[src/rtl/uart_pkg.sv]
// uart_pkg: constants shared by the UART receive and transmit sides.
//   - default bit period in clk cycles
//   - parity sense encoding
//   - receive FSM state encoding
package uart_pkg;

    localparam int unsigned DefaultClksPerBit = 16;

    // Parity sense
    localparam int unsigned ParEven = 0;
    localparam int unsigned ParOdd  = 1;

    // Receive FSM states
    localparam logic [2:0] RxIdle     = 3'd0;
    localparam logic [2:0] RxStart    = 3'd1;
    localparam logic [2:0] RxData     = 3'd2;
    localparam logic [2:0] RxParity   = 3'd3;
    localparam logic [2:0] RxStop     = 3'd4;
    localparam logic [2:0] RxWaitIdle = 3'd5;

endpackage

[src/rtl/uart_rx_sync.sv]
// uart_rx_sync: two-flop synchroniser for the asynchronous serial line, plus falling-edge detect.
// Every flop resets to 1 so that an idle line produces no edge when reset is released.
// Ports:
//   clk_i   system clock
//   rst_ni  asynchronous active-low reset
//   rx_i    raw serial line, asynchronous to clk_i
//   rx_s_o  synchronised line
//   fall_o  high for one cycle when rx_s_o goes from 1 to 0
module uart_rx_sync (
    input  logic clk_i,
    input  logic rst_ni,
    input  logic rx_i,
    output logic rx_s_o,
    output logic fall_o
);

    logic meta_q;
    logic sync_q;
    logic prev_q;

    always_ff @(posedge clk_i or negedge rst_ni) begin
        if (!rst_ni) begin
            meta_q <= 1'b1;
            sync_q <= 1'b1;
            prev_q <= 1'b1;
        end else begin
            meta_q <= rx_i;
            sync_q <= meta_q;
            prev_q <= sync_q;
        end
    end

    assign rx_s_o = sync_q;
    assign fall_o = prev_q & ~sync_q;

endmodule

[src/rtl/uart_rx_ctrl.sv]
// uart_rx_ctrl: UART receive controller.
// Detects a start bit, samples each bit mid-period, shifts data in LSB-first, checks the stop bit
// and presents each completed byte through a single-entry valid/ready buffer.
// Optional feature macro: UART_RX_PARITY_EN adds a parity bit between data and stop.
// Ports:
//   clk_i          system clock, rising edge
//   rst_ni         asynchronous active-low reset
//   rx_i           serial line, idle high, asynchronous
//   rx_data_o      received byte, stable while rx_valid_o is high
//   rx_valid_o     byte available, held until accepted
//   rx_ready_i     consumer accepts when rx_valid_o && rx_ready_i at a clock edge
//   frame_err_o    1-cycle pulse: stop bit sampled 0
//   parity_err_o   1-cycle pulse: parity mismatch (always 0 without the macro)
//   overrun_err_o  1-cycle pulse: frame completed while the buffer was full
//   busy_o         high whenever the FSM is not idle
module uart_rx_ctrl
    import uart_pkg::*;
#(
    parameter int unsigned CLKS_PER_BIT = DefaultClksPerBit,
    parameter int unsigned DATA_BITS    = 8,
    parameter int unsigned PARITY_ODD   = ParEven
) (
    input  logic                 clk_i,
    input  logic                 rst_ni,
    input  logic                 rx_i,
    output logic [DATA_BITS-1:0] rx_data_o,
    output logic                 rx_valid_o,
    input  logic                 rx_ready_i,
    output logic                 frame_err_o,
    output logic                 parity_err_o,
    output logic                 overrun_err_o,
    output logic                 busy_o
);

    localparam int unsigned CntW = $clog2(CLKS_PER_BIT);
    localparam int unsigned IdxW = $clog2(DATA_BITS);

    localparam logic [CntW-1:0] CntHalf = CntW'(CLKS_PER_BIT / 2 - 1);
    localparam logic [CntW-1:0] CntLast = CntW'(CLKS_PER_BIT - 1);
    localparam logic [IdxW-1:0] IdxLast = IdxW'(DATA_BITS - 1);

    logic rx_s;
    logic rx_fall;

    uart_rx_sync u_sync (
        .clk_i  (clk_i),
        .rst_ni (rst_ni),
        .rx_i   (rx_i),
        .rx_s_o (rx_s),
        .fall_o (rx_fall)
    );

    logic [2:0]           state_q, state_d;
    logic [CntW-1:0]      cnt_q, cnt_d;
    logic [IdxW-1:0]      idx_q, idx_d;
    logic [DATA_BITS-1:0] shift_q, shift_d;
    logic [DATA_BITS-1:0] data_q, data_d;
    logic                 valid_q, valid_d;
    logic                 frame_err_q, frame_err_d;
    logic                 overrun_q, overrun_d;
    logic                 frame_ok;
    logic                 parity_bad;

`ifdef UART_RX_PARITY_EN
    logic par_q, par_d;
    logic parity_err_q, parity_err_d;

    // Data ones plus the parity bit must have the configured sense.
    assign parity_bad   = ((^shift_q) ^ par_q) != 1'(PARITY_ODD);
    assign parity_err_o = parity_err_q;
`else
    logic unused_parity_odd;

    assign unused_parity_odd = 1'(PARITY_ODD);
    assign parity_bad        = 1'b0;
    assign parity_err_o      = 1'b0;
`endif

    wire full_period = (cnt_q == CntLast);

    always_comb begin
        state_d     = state_q;
        cnt_d       = cnt_q;
        idx_d       = idx_q;
        shift_d     = shift_q;
        data_d      = data_q;
        valid_d     = valid_q;
        frame_err_d = 1'b0;
        overrun_d   = 1'b0;
        frame_ok    = 1'b0;
`ifdef UART_RX_PARITY_EN
        par_d        = par_q;
        parity_err_d = 1'b0;
`endif

        case (state_q)
            RxIdle: begin
                if (rx_fall) begin
                    state_d = RxStart;
                    cnt_d   = '0;
                end
            end
            RxStart: begin
                if (cnt_q == CntHalf) begin
                    // Counter wraps here so every later sample lands mid-bit.
                    cnt_d   = '0;
                    idx_d   = '0;
                    state_d = rx_s ? RxIdle : RxData;
                end else begin
                    cnt_d = cnt_q + 1'b1;
                end
            end
            RxData: begin
                if (full_period) begin
                    cnt_d   = '0;
                    shift_d = {rx_s, shift_q[DATA_BITS-1:1]};
                    if (idx_q == IdxLast) begin
`ifdef UART_RX_PARITY_EN
                        state_d = RxParity;
`else
                        state_d = RxStop;
`endif
                    end else begin
                        idx_d = idx_q + 1'b1;
                    end
                end else begin
                    cnt_d = cnt_q + 1'b1;
                end
            end
`ifdef UART_RX_PARITY_EN
            RxParity: begin
                if (full_period) begin
                    cnt_d   = '0;
                    par_d   = rx_s;
                    state_d = RxStop;
                end else begin
                    cnt_d = cnt_q + 1'b1;
                end
            end
`endif
            RxStop: begin
                if (full_period) begin
                    cnt_d = '0;
                    if (!rx_s) begin
                        frame_err_d = 1'b1;
                        state_d     = RxWaitIdle;
                    end else if (parity_bad) begin
`ifdef UART_RX_PARITY_EN
                        parity_err_d = 1'b1;
`endif
                        state_d = RxIdle;
                    end else begin
                        frame_ok = 1'b1;
                        state_d  = RxIdle;
                    end
                end else begin
                    cnt_d = cnt_q + 1'b1;
                end
            end
            RxWaitIdle: begin
                // A stuck-low line must return high before a new start bit counts.
                if (rx_s) begin
                    state_d = RxIdle;
                end
            end
            default: begin
                state_d = RxIdle;
            end
        endcase

        // Output buffer: a handshake in the completion cycle frees the slot for the new byte.
        if (frame_ok) begin
            if (valid_q && !rx_ready_i) begin
                overrun_d = 1'b1;
            end else begin
                data_d  = shift_q;
                valid_d = 1'b1;
            end
        end else if (valid_q && rx_ready_i) begin
            valid_d = 1'b0;
        end
    end

    always_ff @(posedge clk_i or negedge rst_ni) begin
        if (!rst_ni) begin
            state_q     <= RxIdle;
            cnt_q       <= '0;
            idx_q       <= '0;
            shift_q     <= '0;
            data_q      <= '0;
            valid_q     <= 1'b0;
            frame_err_q <= 1'b0;
            overrun_q   <= 1'b0;
`ifdef UART_RX_PARITY_EN
            par_q        <= 1'b0;
            parity_err_q <= 1'b0;
`endif
        end else begin
            state_q     <= state_d;
            cnt_q       <= cnt_d;
            idx_q       <= idx_d;
            shift_q     <= shift_d;
            data_q      <= data_d;
            valid_q     <= valid_d;
            frame_err_q <= frame_err_d;
            overrun_q   <= overrun_d;
`ifdef UART_RX_PARITY_EN
            par_q        <= par_d;
            parity_err_q <= parity_err_d;
`endif
        end
    end

    assign rx_data_o     = data_q;
    assign rx_valid_o    = valid_q;
    assign frame_err_o   = frame_err_q;
    assign overrun_err_o = overrun_q;
    assign busy_o        = (state_q != RxIdle);

endmodule

[config.mk]
export PLATFORM = sky130hd
export DESIGN_NAME = uart_rx_ctrl
export DESIGN_NICKNAME = d
export VERILOG_FILES = /design/src/rtl/uart_pkg.sv /design/src/rtl/uart_rx_sync.sv /design/src/rtl/uart_rx_ctrl.sv
export SDC_FILE = /design/constraint.sdc
export NUM_CORES = 1
export LEC_CHECK = 0
export ABC_AREA = 1
export CAP_MARGIN = 20
export CORE_MARGIN = 2
export CORE_UTILIZATION = 55
export DETAILED_ROUTE_END_ITERATION = 8
export GPL_TIMING_DRIVEN = 0
export PLACE_DENSITY = 0.78
export SLEW_MARGIN = 10
export SYNTH_ARGS = -nofsm -noshare
export SYNTH_HDL_FRONTEND = slang
export SYNTH_SLANG_ARGS = --single-unit
[constraint.sdc]
create_clock -name clk_i -period 2.2 [get_ports clk_i]
set_input_delay 0.55 -clock clk_i [delete_from_list [all_inputs] [get_ports clk_i]]
set_output_delay 0.55 -clock clk_i [all_outputs]
set_load 0.03 [all_outputs]
Word-level counts from Yosys, hierarchy flattened

Index checks and enable logic that the tools add are counted.

$add $sub $neg: 2
Eq/ne operators: 15
Multiplexer cells: 28
Bitwise operators: 3
Reductions and logical operators: 15

Operator list:

| operator                                                        | number |
|---|---|
| 3-bit 2-to-1 mux                                                | 10 |
| 3-bit case mux with 5 select lines                              | 1 |
| 2-bit != test, second input constant                            | 7 |
| 4-bit 2-to-1 mux                                                | 3 |
| 4-bit case mux with 3 select lines                              | 1 |
| 1-bit 2-to-1 mux                                                | 11 |
| 3-bit == test, second input constant                            | 3 |
| 2-bit AND reduction                                             | 4 |
| 3-bit case mux with 2 select lines                              | 1 |
| 6-bit AND reduction                                             | 1 |
| 3-bit nonzero test                                              | 2 |
| 4-bit by 1-bit adder with 4-bit output, second input constant   | 1 |
| 4-bit by 3-bit == test with 1-bit output, second input constant | 1 |
| 4-bit == test, second input constant                            | 1 |
| 4-bit AND reduction                                             | 1 |
| 2-bit nonzero test                                              | 2 |
| 3-bit by 1-bit adder with 3-bit output, second input constant   | 1 |
| 3-bit by 1-bit == test with 1-bit output, second input constant | 1 |
| 3-bit by 2-bit == test with 1-bit output, second input constant | 1 |
| 3-bit logical NOT                                               | 1 |
| 1-bit logical AND                                               | 2 |
| 2-bit 2-to-1 mux                                                | 1 |
| 2-bit by 1-bit != test with 1-bit output, second input constant | 1 |
| 1-bit NOT                                                       | 2 |
| 3 further kinds                                                 | 3 |

Flip-flop bits (word level): 32
Input port bits: 4
Output and inout port bits: 13

Depth between registers and ports, before layout

Gate-level depths: netlist of run 1.

Depth after elaboration: 5
Gate-level depth with buffers: 8

By module

Synthesis of run 1 repeated with hierarchy kept, for this count alone.

Cells, all modules: 161
Area, all modules: 1466.4 um2

By module, submodules not included:

| module       | instances | cells an instance | area an instance (um2) | seq. area each (um2) |
|---|---|---|---|---|
| uart_rx_ctrl | 1         | 156               | 1377.6                 | 725.7 |
| uart_rx_sync | 1         | 5                 | 88.8                   | 78.8 |

Worst setup path after synthesis of run 1

OpenSTA, ideal clock, no wires.

Kind: register -> register
Start: register cnt_q[0]
End: register data_q[6] (netlist: rx_data_o[6])
Library setup time: 0.118 ns
Data arrival time: 1.276 ns
Required time: 2.082 ns
Slack: 0.806 ns
Cell stages (with the launch flop): 8
Path buffers: 1
Cell sequence: dfrtp_1 > ha_1 > nand3_4 > nor3_4 > nand2_4 > buf_6 > nand2_2 > o21ai_2

Word-level cells in the longest chain between the ends: 4

Ends and longest elaborated chain:

| what                          | RTL line            | RTL |
|---|---|---|
| start: declaration            | uart_rx_ctrl.sv:54  | `logic [CntW-1:0] cnt_q, cnt_d;` |
| start signal: assignment      | uart_rx_ctrl.sv:200 | `cnt_q <= cnt_d;` |
| 4-bit == test                 | uart_rx_ctrl.sv:79  | `wire full_period = (cnt_q == CntLast);` |
| 1-bit 2-to-1 mux              | uart_rx_ctrl.sv:142 | `if (full_period) begin` |
| 1-bit 2-to-1 mux              | uart_rx_ctrl.sv:96  | `case (state_q)` |
| 2-bit AND reduction (no line) | n/a                 |  |
| end signal: assignment        | uart_rx_ctrl.sv:203 | `data_q <= data_d;` |
| end: declaration              | uart_rx_ctrl.sv:57  | `logic [DATA_BITS-1:0] data_q, data_d;` |

Every way passes these cells.
A chain may end at the register's enable or synchronous reset.

Worst setup path in the final report of run 1

Start: register state_q[1]
End: output port busy_o

Word-level cells in the longest chain between the ends: 1

Ends and longest elaborated chain:

| what                     | RTL line            | RTL |
|---|---|---|
| start: declaration       | uart_rx_ctrl.sv:53  | `logic [2:0] state_q, state_d;` |
| start signal: assignment | uart_rx_ctrl.sv:186 | `state_q <= RxIdle;` |
| start signal: assignment | uart_rx_ctrl.sv:199 | `state_q <= state_d;` |
| 3-bit nonzero test       | uart_rx_ctrl.sv:218 | `assign busy_o = (state_q != RxIdle);` |
| end: declaration         | uart_rx_ctrl.sv:32  | `output logic busy_o` |

Every way passes these cells.

==> flow_summary.toml, run 1 <==
[floorplan]
fp.coreArea_um2 = 2522
design.die.area_um2 = 3157
ios = 17
die_x_um = 56.19
fp.dieH_um = 56.19
start_util = 0.5937
rows = 18

[cells_and_area]
regArea_um2 = 804.5
multi_input_area_um2 = 603.1
n_antenna_cell = 0
final_cell_count_no_fill = 219
area_growth_pct = 17.21
filler_cell_count = 196
drive_above_1_share = 0.2063
nets = 195

[drt]
wl_per_cell_um = 12.06
drtIter0Drc = 23
routed_via_density = 5.142
via_count = 1126
drc_errors = 0
firstDrtPassIters = 4
ant_nets = 0
routed_wl_mm = 2.642

[clocking]
clkLatencyLatePin_ns = 0.33
numCtsBuffers = 5
cts_max_level = 2
clock_path_buffers = 2
post-cts-setup-buffers = 0
cts_root_buf = "clkbuf_4"
holdBufCountCts = 0
clock-sinks = 32
clk_pin_slew_ns = 0.10
cts_tree = "done"

[critical_path]
path_class = "reg2out"
crit_path_start_kind = "flip-flop"
cp_cell_sequence = "nor2_4 > nand2_1 > dlygate4sd2_1"
r2r_start = "cnt_q[0]"
crit_end = "busy_o"
rr_endpoint = "rx_data_o[6]"
cp-startpoint = "state_q[1]"
cpMaxStageDelayCell = "dfrtp_1"
cp_slowest_stage_delay_ns = 0.48
cp.arrival_ns = 1.51
reg2regPathDepth = 7
endpoint_kind = "output port"
path_max_fanout = 5
required_ns = 1.65
reg2reg_slack_ns = 0.65

[power_and_ir_drop]
powerDensity_nw_per_um2 = 912.9
leakagePower_nw = 0.8654
ir_drop_mv = 0.8652

[logic_synthesis]
synth_area_um2 = 1498
synth_nets = 173
synth_seq_area_share = 0.5372
synth_cells = 166
ys_types = 25
ys_seq_elements = 32
yosysWarnings = 0
avgSynthCellArea_um2 = 9.022

[timing]
period_share = 0.9373
rsz0062_at_grt = "no"
slew_violations = 0
setup_tns_ns = 0
max_slew.worst_pin.slew_ns = 0.6832
max_freq_mhz = 484.9
slew-limit-headroom = 0.5445
skew_ns = 0.007115
period_needed_ns = 2.062
setup_viol = 0
timing_hold_violations_final = 0

[global_routing]
grt_usage = 0.1920
grt.overflow.total = 0
grt_pass1_wl_mm = 4.588
grt_pass1_vias = 1053
antenna_found_initial = 0
grt_start_max_net_pins = 33

[placed_design]
dp.final_hpwl_mm = 1.886
gp_congestion = 0.8039
dp.cells = 211
io_buffers = 15

[flow_run]
cap_violations = 0

[outcome]
status = "completed"

[hold_path]
hp-class = "in2async"
worst min path at each step:
stage,from,endpoint,slack [ns],cells past startpoint
after floorplan,rst_ni,cnt_q[0],0.25,0
after global placement,u_sync.meta_q,u_sync.rx_s_o,0.35,0
after detailed placement,u_sync.meta_q,u_sync.rx_s_o,0.35,0
after CTS,rst_ni,rx_valid_o,0.27,1
after global routing,rst_ni,rx_data_o[6],0.30,1
final,rst_ni,overrun_err_o,0.24,1
power by group:
part / internal, mW / switching (mW)
sequential: 0.638 / 0.0639
combinational: 0.151 / 0.315
clock: 0.238 / 0.196
total: 1.03 / 0.575
cell usage after synthesis, drive strengths merged:
master | number | area share
dfstp | 3 | 0.053
nor4 | 1 | 0.0042
xor2 | 2 | 0.012
conb | 1 | 0.0025
dfrtp | 29 | 0.48
nor2 | 15 | 0.048
clkinv | 1 | 0.0025
nand3 | 12 | 0.055
o21ai | 20 | 0.084
nor3 | 1 | 0.011
buf | 3 | 0.018
nand2 | 58 | 0.16
inv | 16 | 0.040
ha | 3 | 0.025
or2 | 1 | 0.0042
kinds of logic after synthesis:
kind of cell	share of synthesized area
fa+ha+maj	0.02507
flops	0.5372
simple gates	0.2790
buf+inv	0.06014
xor+xnor	0.01170
other cells	0.002504
compound gates	0.08438
layer usage:
layer | GRT usage | vias up | wire, µm
li1 | - | 571 | -
met1 | 0.2436 | 516 | 1175
met2 | 0.2874 | 29 | 1262
met3 | 0.06279 | 10 | 136
met4 | 0.1088 | 0 | 68
met5 | 0 | - | 0
cell type report:
| class | instances | share of cell area |
|---|---|---|
| Clock buffer | 6 | 0.02352 |
| Buffer | 3 | 0.01497 |
| Multi-Input combinational cell | 114 | 0.3436 |
| Sequential cell | 32 | 0.4583 |
| Timing Repair Buffer | 15 | 0.08197 |
| Inverter | 17 | 0.03635 |
| Tap cell | 30 | 0.02138 |
| Clock inverter | 2 | 0.01996 |
stage by stage:
stage / hold WS, ns / worst slack (ns) / instance area, µm² / util / power (mW)
after floorplan: 0.2544 / 0.8064 / 1498 / - / 1.070
after global placement: 0.3456 / 0.04207 / 1685 / 0.6682 / 1.164
after detailed placement: 0.3505 / 0.2702 / 1680 / 0.6662 / 1.183
after CTS: 0.2711 / 0.1294 / 1755 / 0.6959 / 1.615
after global routing: 0.3011 / 0.08126 / 1755 / 0.6959 / 1.713
final: 0.2427 / 0.1379 / 1755 / 0.6959 / 1.602
cells in the final DEF (no fill, tap or decap), types with 5 or more instances in the layout:
cell type	instances
nand3_1	9
o21ai_2	7
inv_1	12
clkbuf_4	5
o21ai_1	11
clkdlybuf4s50_1	13
nor2_1	11
nand2_1	53
dfrtp_1	29
repair_timing:
item                                    CTS  global route
endpoints found under the setup margin    1             0
endpoints found under the hold margin     0             0
gates resized for setup                   1             0
sequential cells by signal, indices dropped and copies added, names as in the netlist:
signal	flops
idx_q	3
state_q	3
rx_data_o	8
u_sync.meta_q	1
frame_err_o	1
cnt_q	4
u_sync.prev_q	1
shift_q	8
overrun_err_o	1
u_sync.rx_s_o	1
rx_valid_o	1
worst max-delay path: cells and delay by family, from the launching register on:
family / cells / cell delay [ns]
and+or+nand+nor: 2 / 0.33
DFF: 1 / 0.48
buffers and inverters: 1 / 0.38
(Power assumes the default switching activity.)
==> inputs of run 2 (changes only) <==
CORE_UTILIZATION = 59   (was 55)
PLACE_DENSITY = 0.83   (was 0.78)
==> run 2 against run 1 <==
Effect of this change: non-clock buffer count stayed put; die area is 6.3% lower; clock skew is 0.0034 ns lower; final area stayed put; count of clock-buffer cells in the layout stayed put; sequential share of layout area stayed put; core utilization is 2.6 points higher; sequential power hardly changed; first-iteration DRC count is 35% higher.
==> flow_summary.toml, run 2 (synthesis gave the netlist of run 1 again) <==
[critical_path]
reg2reg_slack_ns = 0.61
path_class = "reg2out"
required_ns = 1.65
cp-startpoint = "state_q[1]"
rr_endpoint = "idx_q[2]"
worst-path-stages = 3
endpoint_kind = "output port"
cp_slowest_stage_delay_ns = 0.48
critPathBufInv = 1
cp_cell_sequence = "nor2_4 > nand2_1 > dlygate4sd2_1"
cp_top_family = "flip-flops"
reg2regPathDepth = 8
r2r_start = "cnt_q[0]"
crit_path_start_kind = "flip-flop"
crit_end = "busy_o"
cpMaxStageDelayCell = "dfrtp_1"
path_max_fanout = 5
cp.arrival_ns = 1.50

[drt]
firstDrtPassIters = 4
routed_wl_mm = 2.849
drc_errors = 0
drtIter0Drc = 31
highest-signal-layer = "met4"
routed_via_density = 5.306
via_count = 1162
wl_met2_mm = 1.401
met3WireLength_um = 144
ant_nets = 0
wl_per_cell_um = 13.01
met1_length_mm = 1.180

[floorplan]
rows = 18
fp.coreArea_um2 = 2432
start_util = 0.6157
die_x_um = 54.39
fp.dieH_um = 54.39
design.die.area_um2 = 2958
ios = 17

[placed_design]
post_dp_cell_area_um2 = 1680
gp_congestion = 0.8483
io_buffers = 15
dp.final_hpwl_mm = 1.960

[power_and_ir_drop]
leakagePower_nw = 0.8654
p_total_mw = 1.618
ir_drop_mv = 0.9035
powerDensity_nw_per_um2 = 921.8

[timing]
setup_tns_ns = 0
timing_hold_violations_final = 0
skew_ns = 0.003722
slew_violations = 0
rsz0062_at_grt = "no"
max_slew.worst_pin.slew_ns = 0.6728
slew-limit-headroom = 0.5514
period_needed_ns = 2.052
max_freq_mhz = 487.2
period_share = 0.9329
setup_viol = 0

[clocking]
cts_root_buf = "clkbuf_4"
numCtsBuffers = 5
cts_max_level = 2
post-cts-setup-buffers = 0
clk_pin_slew_ns = 0.10
clock_path_buffers = 2
cts_tree = "done"
clkLatencyLatePin_ns = 0.33
clock-sinks = 32

[global_routing]
grt_pass1_wl_mm = 4.823
grt_usage = 0.2415
grt.overflow.total = 0
antenna_found_initial = 0
grt_pass1_vias = 1098
grt_start_max_net_pins = 33

[cells_and_area]
fin_area_um2 = 1755
layout_commonest_cell = "nand2_1"
area_growth_pct = 17.21
nets = 195
final_cell_mix = "nand2_1, dfrtp_1, clkdlybuf4s50_1"
drive_above_1_share = 0.2063
filler_cell_count = 183
n_antenna_cell = 0

[hold_path]
hp-class = "in2async"

[flow_run]
cap_violations = 0

[outcome]
status = "completed"
run 2: cell counts in the layout (fill, tap and decap cells not counted):
Identical to the previous run, type by type.
run 2: layout make-up:
cell class / count / area, µm² / share of cell area
multi-input cells: 114 / 603.1 / 0.3436
flip-flops and latches: 32 / 804.5 / 0.4583
clock inverters: 2 / 35.03 / 0.01996
inverters: 17 / 63.81 / 0.03635
plain buffers: 3 / 26.28 / 0.01497
well taps: 30 / 37.54 / 0.02138
repair buffers: 15 / 143.9 / 0.08197
clock buffers: 6 / 41.29 / 0.02352
run 2: repair_timing:
action                                  in CTS  in global routing
hold buffers                                 0                  0
gates resized for setup                      1                  0
endpoints found under the hold margin        0                  0
endpoints found under the setup margin       1                  0
run 2: where the power goes:
group	switching, mW	total [mW]	internal (mW)
Sequential	0.0630	0.701	0.638
Combinational	0.326	0.477	0.151
Clock	0.201	0.439	0.238
run 2: layer usage:
| metal | vias to the layer above | track usage |
|---|---|---|
| met2 | 38 | 0.3715 |
| met4 | 0 | 0.1625 |
| met5 | - | 0 |
| li1 | 563 | - |
| met3 | 17 | 0.06284 |
| met1 | 544 | 0.2975 |
run 2: worst min-delay path by stage:
| stage | from | to | slack [ns] | cells past startpoint |
|---|---|---|---|---|
| finish | rst_ni | cnt_q[3] | 0.24 | 1 |
| global route | rst_ni | rx_data_o[0] | 0.29 | 1 |
| CTS | rst_ni | rx_data_o[7] | 0.27 | 1 |
| detailed placement | u_sync.meta_q | u_sync.rx_s_o | 0.36 | 0 |
| global placement | u_sync.meta_q | u_sync.rx_s_o | 0.35 | 0 |
| floorplan | rst_ni | cnt_q[0] | 0.25 | 0 |
run 2: metrics by stage:
step / hold slack [ns] / util / setup slack, ns / std cells
finish: 0.2383 / 0.7217 / 0.1476 / 219
global route: 0.2852 / 0.7217 / 0.05541 / 219
CTS: 0.2653 / 0.7217 / 0.1519 / 219
detailed placement: 0.3573 / 0.6908 / 0.2899 / 211
global placement: 0.3454 / 0.6929 / 0.06773 / 211
floorplan: 0.2544 / - / 0.8064 / 166
